==> src/rtl/fetch_seq_pkg.sv <==
// Shared types and constants for the instruction fetch sequencer.
// Holds the FSM state encoding and fetch address constants.
package fetch_seq_pkg;

    typedef enum logic [1:0] {
        ST_FETCH = 2'd0,
        ST_HOLD  = 2'd1,
        ST_DROP  = 2'd2
    } fetch_state_t;

    localparam logic [31:0] RESET_PC_DEFAULT = 32'h0000_3000;
    localparam logic [31:0] INSTR_BYTES      = 32'd4;

    function automatic logic [31:0] word_align(input logic [31:0] a);
        return a & ~32'h3;
    endfunction

endpackage

==> src/rtl/seq_pc_reg.sv <==
// Program counter register with load enable.
// Asynchronously returns to RESET_PC while reset is low.
module seq_pc_reg
    import fetch_seq_pkg::*;
#(
    parameter logic [31:0] RESET_PC = RESET_PC_DEFAULT
) (
    input  logic        clk,
    input  logic        reset,
    input  logic        load,
    input  logic [31:0] d,
    output logic [31:0] q
);

    always_ff @(posedge clk or negedge reset) begin
        if (!reset) begin
            q <= RESET_PC;
        end else if (load) begin
            q <= d;
        end
    end

endmodule

==> src/rtl/fetch_seq.sv <==
// Instruction fetch sequencer: issues word fetches, holds the result
// for decode, and discards responses overtaken by a redirect.
module fetch_seq
    import fetch_seq_pkg::*;
#(
    parameter logic [31:0] RESET_PC = RESET_PC_DEFAULT
) (
    input  logic        clk,
    input  logic        reset,
    input  logic        redirect_valid,
    input  logic [31:0] redirect_target,
    output logic        imem_req,
    output logic [31:0] imem_addr,
    input  logic        imem_ack,
    input  logic [31:0] imem_rdata,
    output logic        instr_valid,
    output logic [31:0] instr,
    output logic [31:0] instr_pc,
    input  logic        dec_ready,
    output logic [31:0] fetch_cnt
);

    fetch_state_t state_q, state_d;

    logic [31:0] pc_q;
    logic [31:0] pc_d;
    logic        pc_load;

    logic [31:0] tgt_q;
    logic [31:0] tgt_in;
    logic        tgt_load;

    logic [31:0] instr_q;
    logic [31:0] instr_pc_q;
    logic        capture;

    logic [31:0] cnt_q;
    logic        cnt_inc;

    assign tgt_in = word_align(redirect_target);

    seq_pc_reg #(
        .RESET_PC (RESET_PC)
    ) u_pc (
        .clk   (clk),
        .reset (reset),
        .load  (pc_load),
        .d     (pc_d),
        .q     (pc_q)
    );

    always_ff @(posedge clk or negedge reset) begin
        if (!reset) begin
            state_q <= ST_FETCH;
        end else begin
            state_q <= state_d;
        end
    end

    // A redirect always wins over the current fetch stream; an
    // outstanding request is then allowed to finish and is dropped.
    always_comb begin
        state_d  = state_q;
        pc_load  = 1'b0;
        pc_d     = pc_q;
        tgt_load = 1'b0;
        capture  = 1'b0;
        cnt_inc  = 1'b0;
        unique case (state_q)
            ST_FETCH: begin
                if (redirect_valid) begin
                    if (imem_ack) begin
                        pc_load = 1'b1;
                        pc_d    = tgt_in;
                    end else begin
                        tgt_load = 1'b1;
                        state_d  = ST_DROP;
                    end
                end else if (imem_ack) begin
                    capture = 1'b1;
                    state_d = ST_HOLD;
                end
            end
            ST_DROP: begin
                tgt_load = redirect_valid;
                if (imem_ack) begin
                    pc_load = 1'b1;
                    pc_d    = redirect_valid ? tgt_in : tgt_q;
                    state_d = ST_FETCH;
                end
            end
            ST_HOLD: begin
                cnt_inc = dec_ready;
                if (redirect_valid) begin
                    pc_load = 1'b1;
                    pc_d    = tgt_in;
                    state_d = ST_FETCH;
                end else if (dec_ready) begin
                    pc_load = 1'b1;
                    pc_d    = instr_pc_q + INSTR_BYTES;
                    state_d = ST_FETCH;
                end
            end
            default: begin
                state_d = ST_FETCH;
            end
        endcase
    end

    always_ff @(posedge clk or negedge reset) begin
        if (!reset) begin
            tgt_q <= 32'h0;
        end else if (tgt_load) begin
            tgt_q <= tgt_in;
        end
    end

    always_ff @(posedge clk or negedge reset) begin
        if (!reset) begin
            instr_q    <= 32'h0;
            instr_pc_q <= 32'h0;
        end else if (capture) begin
            instr_q    <= imem_rdata;
            instr_pc_q <= pc_q;
        end
    end

    always_ff @(posedge clk or negedge reset) begin
        if (!reset) begin
            cnt_q <= 32'h0;
        end else if (cnt_inc) begin
            cnt_q <= cnt_q + 32'd1;
        end
    end

    assign imem_req    = (state_q != ST_HOLD);
    assign imem_addr   = pc_q;
    assign instr_valid = (state_q == ST_HOLD);
    assign instr       = instr_q;
    assign instr_pc    = instr_pc_q;
    assign fetch_cnt   = cnt_q;

endmodule

==> config.mk <==
export PLATFORM = sky130hd
export DESIGN_NAME = fetch_seq
export DESIGN_NICKNAME = d
export VERILOG_FILES = /design/src/rtl/fetch_seq_pkg.sv /design/src/rtl/seq_pc_reg.sv /design/src/rtl/fetch_seq.sv
export SDC_FILE = /design/constraint.sdc
export NUM_CORES = 1
export LEC_CHECK = 0
export CORE_UTILIZATION = 49
export CTS_CLUSTER_DIAMETER = 100
export DETAILED_ROUTE_END_ITERATION = 7
export GPL_ROUTABILITY_DRIVEN = 0
export HOLD_SLACK_MARGIN = 0.08
export PLACE_DENSITY = 0.9
export SYNTH_ARGS = -nofsm -noshare
export SYNTH_HDL_FRONTEND = slang
export SYNTH_SLANG_ARGS = --single-unit
==> constraint.sdc <==
create_clock -name clk -period 2.2 [get_ports clk]
set_input_delay 0.44 -clock clk [delete_from_list [all_inputs] [get_ports clk]]
set_output_delay 0.44 -clock clk [all_outputs]
set_load 0.005 [all_outputs]
==> metrics.yaml, run 1 <==
hpwl_microns: 14700
synth_cell_type_count: 60
rows: 45
die_h_microns: 127
design.core.area_sq_um: 15200
rr_startpoint: "state_q[0]"
clk-insertion-delay-late_ps: 420
grt_use_total: 0.273
worst_slew_pin_slew_ps: 619
maxSlewViolCount: 0
overflow: 0
skew_ps: 9.02
crit_arrival_ps: 2440
drt_first_pass_iters: 5
synth_top_cell_by_area: "dfrtp_1"
r2r_setup_slack_ps: 100
synth_area_sq_um: 7650
netlist_instances: 676
ios: 199
hold_path.class: "in2async"
cts-root-buf: "clkbuf_16"
initial_core_util: 0.503
stdcell_count: 1140
p_total_mw: 14.8
synthArstFlopShare: 1.00
postRouteAntennaNets: 0
vias_per_cell: 5.81
worstSetupStartpointType: "register"
area_delta_synth_final_pct: 45.8
rr_worst_depth: 9
crit_type: "reg2reg"
synth_top_flop_cell: "dfrtp_1"
grt_pass1_vias: 6551
crit_fanout: 6
syn-num-nets: 752
grt_pass1_wl_microns: 34100
path_clk_slew_ps: 70
ys_seq_area_frac: 0.524
num_vias: 6626
die_area_sq_um: 16100
ys_top_cells_by_area: "dfrtp_1 (52%), mux2_2 (14%), xnor2_1 (2.9%)"
status: "complete, no violations"
drc: 0
diodes: 0
post-route-min-period_ps: 2100
ir_drop_mv: 0.875
antenna_found_initial: 0
place_ws_ps: -256
synth.avg_cell_area_sq_um: 11.3
power.leakage_nw: 4.78
endpoint_kind: "register"
synth_edf_count: 0
ys_warn_count: 0
clock-sinks: 160
clockBufferDepth: 2
htreeDepth: 4
dp_cells: 1100
power.density_nw_per_um2: 1330
drv_cap: 0
nNetsFinal: 1015
final_area_sq_um: 11100
slew_headroom: 0.586
required_ps: 2540
wl_per_cell_microns: 18.7
drt-total-wl_microns: 21300
setup_slack_ps: 99.1
tns_ps: 0
worstReg2RegEnd: "u_pc.q[19]"
die_x_microns: 127
ys_ff_latch: 160
drt_iter0_drc: 429
grt_start_max_net_pins: 65
final_hold_viol_count: 0
final-setup-viol-count: 0
port_buffers: 196
place_area_sq_um: 10400
yosysTopAreaCellShare: 0.517
fin_crit_sh: 0.955
cts_buffers: 17
max_freq_mhz: 476
drive_gt1_frac: 0.247
cts_tree: "yes"
critical path, cell delays in order (launching register included):
cell and delay [ps]:
dfrtp_2 450, inv_4 90, ha_4 160, nor2b_1 160, o21ai_2 90, a2111oi_4 450, buf_4 240, buf_4 130
nor2_1 40, a211oi_1 200
timing repair:
item | 4_1_cts | 5_1_grt
endpoints found under the hold margin | 32 | 0
resized for setup | 7 | 15
setup endpoints to repair | 2 | 25
hold buffers | 1 | 0
gates cloned | 0 | 1
pin swaps | 0 | 2
buffers inserted | 4 | 2
synth_stat cells, drive strengths merged, types with 9 or more instances:
library cell / n
dfrtp: 158
mux2: 95
nand2: 51
nor2: 44
o21ai: 33
nand3: 29
xnor2: 25
clkbuf: 23
xor2: 20
nand4: 19
nor3: 18
inv: 15
a21oi: 13
and3: 10
a221oi: 9
buf: 9
nor4: 9
worst max-delay path by stage:
stage                         startpoint          to
after global routing          state_q[0]  u_pc.q[19]
after global placement    redirect_valid  u_pc.q[28]
after detailed placement  redirect_valid  u_pc.q[21]
after floorplan               state_q[1]  u_pc.q[26]
final                         state_q[0]  u_pc.q[19]
after CTS                     state_q[0]    imem_req
cells in the final DEF (no fill, tap or decap), types with 16 or more instances in the layout:
cell type        synthesis  layout
nor3_1                  16      16
buf_4                    1      68
nand2_1                 51      51
xor2_1                  20      20
mux2_2                  95      95
dfrtp_1                158     157
nand3_1                 29      28
clkdlybuf4s50_1          0     193
clkbuf_16                0      17
nor2_1                  44      44
nand4_1                 16      16
xnor2_1                 25      25
o21ai_0                 19      19
through the flow:
step	hold WS [ps]	utilization
2_1_floorplan	144	-
3_3_place_gp	356	0.682
3_5_place_dp	358	0.682
4_1_cts	474	0.728
5_1_grt	507	0.733
6_report	473	0.733
cell type report:
| cell class | instances | area [sq um] |
|---|---|---|
| Tap cell | 188 | 235 |
| Multi-Input combinational cell | 468 | 3510 |
| Fill cell | 1049 | 4060 |
| Timing Repair Buffer | 276 | 2680 |
| Clock buffer | 18 | 429 |
| Sequential cell | 160 | 4010 |
| Inverter | 16 | 65.1 |
| Clock inverter | 14 | 213 |
flip-flops by register name, indices dropped and copies added (netlist names):
signal,flops
state_q,2
instr,32
tgt_q,30
instr_pc,32
fetch_cnt,32
u_pc.q,32
metal layers:
layer | global-route usage | vias up | routed length [microns] | share of wire
li1 | - | 2991 | - | -
met1 | 0.352 | 3263 | 8590 | 0.40
met2 | 0.452 | 325 | 10500 | 0.49
met3 | 0.0612 | 47 | 1680 | 0.079
met4 | 0.102 | 0 | 503 | 0.024
met5 | 0 | - | 0 | 0
report_power, final:
part	internal [mW]	switching, mW
logic	3.75	2.68
clock network	2.01	1.20
registers	4.13	1.06
logic make-up after synthesis:
family / count (synthesis) / share of synthesized area
buffers and inverters: 48 / 0.0259
AO/OA/AOI/OAI: 106 / 0.0944
flip-flops: 160 / 0.524
adder cells (fa/ha/maj): 7 / 0.0115
multiplexers: 99 / 0.145
AND/OR/NAND/NOR: 211 / 0.148
XOR/XNOR: 45 / 0.0515
No activity file was read; power rests on OpenSTA's default activity.
==> inputs of run 2 (changes only) <==
==> constraint.sdc (replaced) <==
create_clock -name clk -period 2.2 [get_ports clk]
set_input_delay 0.55 -clock clk [delete_from_list [all_inputs] [get_ports clk]]
set_output_delay 0.55 -clock clk [all_outputs]
set_load 0.005 [all_outputs]
==> run 2 against run 1 <==
  * Sequential share of layout area is 0.37 points lower
  * Global-route usage is 0.22 points higher
  * Routed wire length is 2.9% higher
  * Utilization is 0.73 points higher
  * Clock power is 1% higher
  * Critical path depth is 1 higher
  * Worst hold slack better by 7.5 ps
  * Highest routed layer unchanged
==> metrics.yaml, run 2 (same netlist as run 1, synthesis figures left out) <==
status: "complete, no violations"  # unchanged
drc: 0  # unchanged
worst_slew_pin_slew_ps: 601  # was 619 ps
worstReg2RegEnd: "u_pc.q[26]"  # was u_pc.q[19]
antenna_found_initial: 0  # unchanged
cts_buffers: 17  # unchanged
critPathSlowestCell: "dfrtp_1"  # was dfrtp_2
slew_headroom: 0.599  # was 0.586
maxSlewViolCount: 0  # unchanged
stdcell_count: 1147  # was 1140
endpoint_kind: "register"  # unchanged
dp_cells: 1103  # was 1100
postRouteAntennaNets: 0  # unchanged
rows: 45  # unchanged
path_cells: "buf_4 -> inv_4 -> ha_4 -> nor2b_4 -> o21ai_2 -> a2111oi_4 -> buf_6 -> buf_4 -> nor2_1 -> a211oi_1"  # was inv_4 -> ha_4 -> nor2b_1 -> o21ai_2 -> a2111oi_4 -> buf_4 -> buf_4 -> nor2_1 -> a211oi_1
clk-insertion-delay-late_ps: 430  # was 420 ps
fin_crit_sh: 0.987  # was 0.955
hpwl_microns: 14800  # was 14700 microns
final-setup-viol-count: 0  # unchanged
ir_drop_mv: 0.870  # was 0.875 mV
tns_ps: 0  # unchanged
ios: 199  # unchanged
grt_use_total: 0.275  # was 0.273
grt_busiest_layer: "met2"  # unchanged
clockBufferDepth: 2  # unchanged
clock-sinks: 160  # unchanged
num_vias: 6724  # was 6626
wl_per_cell_microns: 19.1  # was 18.7 microns
crit_top_cell: "buf_4"  # unchanged
power.density_nw_per_um2: 1340  # was 1330 nW/um^2
cp_num_buf_inv: 4  # was 3
vias_per_cell: 5.86  # was 5.81
cts_tree: "yes"  # unchanged
required_ps: 2520  # was 2540 ps
htreeDepth: 4  # unchanged
die_area_sq_um: 16100  # unchanged
met3_usage: 0.0679  # was 0.0612
endpoint: "u_pc.q[26]"  # was u_pc.q[19]
final_common_cell: "clkdlybuf4s50_1"  # unchanged
area_delta_synth_final_pct: 47.2  # was 45.8%
grt_pass1_vias: 6678  # was 6551
initial_core_util: 0.503  # unchanged
hold_path.class: "reg2reg"  # was in2async
design.core.area_sq_um: 15200  # unchanged
power.leakage_nw: 4.81  # was 4.78 nW
met1_usage: 0.352  # about the same
max_freq_mhz: 460  # was 476 MHz
final_cell_mix: "clkdlybuf4s50_1 (193), dfrtp_1 (158), mux2_2 (95), buf_4 (72), nand2_1 (51)"  # was clkdlybuf4s50_1 (193), dfrtp_1 (157), mux2_2 (95), buf_4 (68), nand2_1 (51)
drv_cap: 0  # unchanged
overflow: 0  # unchanged
cpPeakStageDelay_ps: 410  # was 450 ps
crit_start: "state_q[0]"  # unchanged
grt_use_met2: 0.449  # was 0.452
drt_first_pass_iters: 5  # unchanged
nFillCells: 1015  # was 1049
path_clk_slew_ps: 60  # was 70 ps
rr_startpoint: "state_q[0]"  # unchanged
crit_type: "reg2reg"  # unchanged
drt_iter0_drc: 491  # was 429
grt_pass1_wl_microns: 34400  # was 34100 microns
diodes: 0  # unchanged
post-route-min-period_ps: 2170  # was 2100 ps
drive_gt1_frac: 0.254  # was 0.247
nNetsFinal: 1022  # was 1015
die_x_microns: 127  # unchanged
die_h_microns: 127  # unchanged
crit_fanout: 8  # was 6
r2r_setup_slack_ps: 30  # was 100 ps
skew_ps: 9.91  # was 9.02 ps
grt_start_max_net_pins: 64  # was 65
drt-total-wl_microns: 21900  # was 21300 microns
cp_top_family: "compound AO/OA/AOI/OAI gates"  # unchanged
cp.depth: 10  # was 9
port_buffers: 196  # unchanged
worstSetupStartpointType: "register"  # unchanged
crit_arrival_ps: 2490  # was 2440 ps
rr_worst_depth: 10  # was 9
cts-root-buf: "clkbuf_16"  # unchanged
final_hold_viol_count: 0  # unchanged
run 2: through the flow:
stage	utilization	hold WS, ps	setup slack [ps]	instance area (sq um)	power (mW)
global placement	0.684	461	-241	10400	11.1
detailed placement	0.684	476	-294	10400	11.4
global route	0.740	507	-65.2	11300	15.9
finish	0.740	480	27.8	11300	15.1
floorplan	-	254	168	7650	7.82
CTS	0.732	490	22.0	11100	14.8
run 2: power breakdown:
| part | switching [mW] | internal [mW] | total, mW |
|---|---|---|---|
| sequential | 1.03 | 4.13 | 5.17 |
| clock | 1.20 | 2.05 | 3.25 |
| combinational | 2.83 | 3.88 | 6.71 |
run 2: how the worst min path moves through the flow:
stage | cells past startpoint | startpoint | to
after floorplan | 0 | reset | fetch_cnt[0]
after global placement | 1 | fetch_cnt[31] | fetch_cnt[31]
after detailed placement | 1 | fetch_cnt[20] | fetch_cnt[20]
after CTS | 1 | fetch_cnt[31] | fetch_cnt[31]
after global routing | 1 | fetch_cnt[6] | fetch_cnt[6]
final | 1 | fetch_cnt[31] | fetch_cnt[31]
run 2: metal layers:
layer	part of all wire	wire length [microns]	vias to the layer above
li1	-	-	3020
met1	0.40	8830	3310
met5	0	0	-
met4	0.022	492	0
met2	0.50	10900	347
met3	0.076	1670	47
run 2: final cells by class:
class / count / area (sq um) / area share
clock buffers: 19 / 443 / 0.0394
well taps: 188 / 235 / 0.0209
inverters: 16 / 66.3 / 0.00589
multi-input cells: 468 / 3550 / 0.315
clock inverters: 13 / 209 / 0.0186
flip-flops and latches: 160 / 4010 / 0.356
repair buffers: 283 / 2750 / 0.244
run 2: what timing repair did:
action / in CTS / in global routing
buffers inserted: 5 / 4
hold buffers: 1 / 0
gates cloned: 0 / 2
endpoints found under the hold margin: 35 / 0
pin swaps: 0 / 2
setup endpoints to repair: 3 / 30
gates resized for setup: 10 / 23
run 2: worst reg2reg max path: cells and delay by family, from the launching register on:
kind                       cells  cell delay (ps)
AOI/OAI and AO/OA              3              660
adders and majority gates      1              170
buffers and inverters          4              620
DFF                            1              410
and+or+nand+nor                2              210
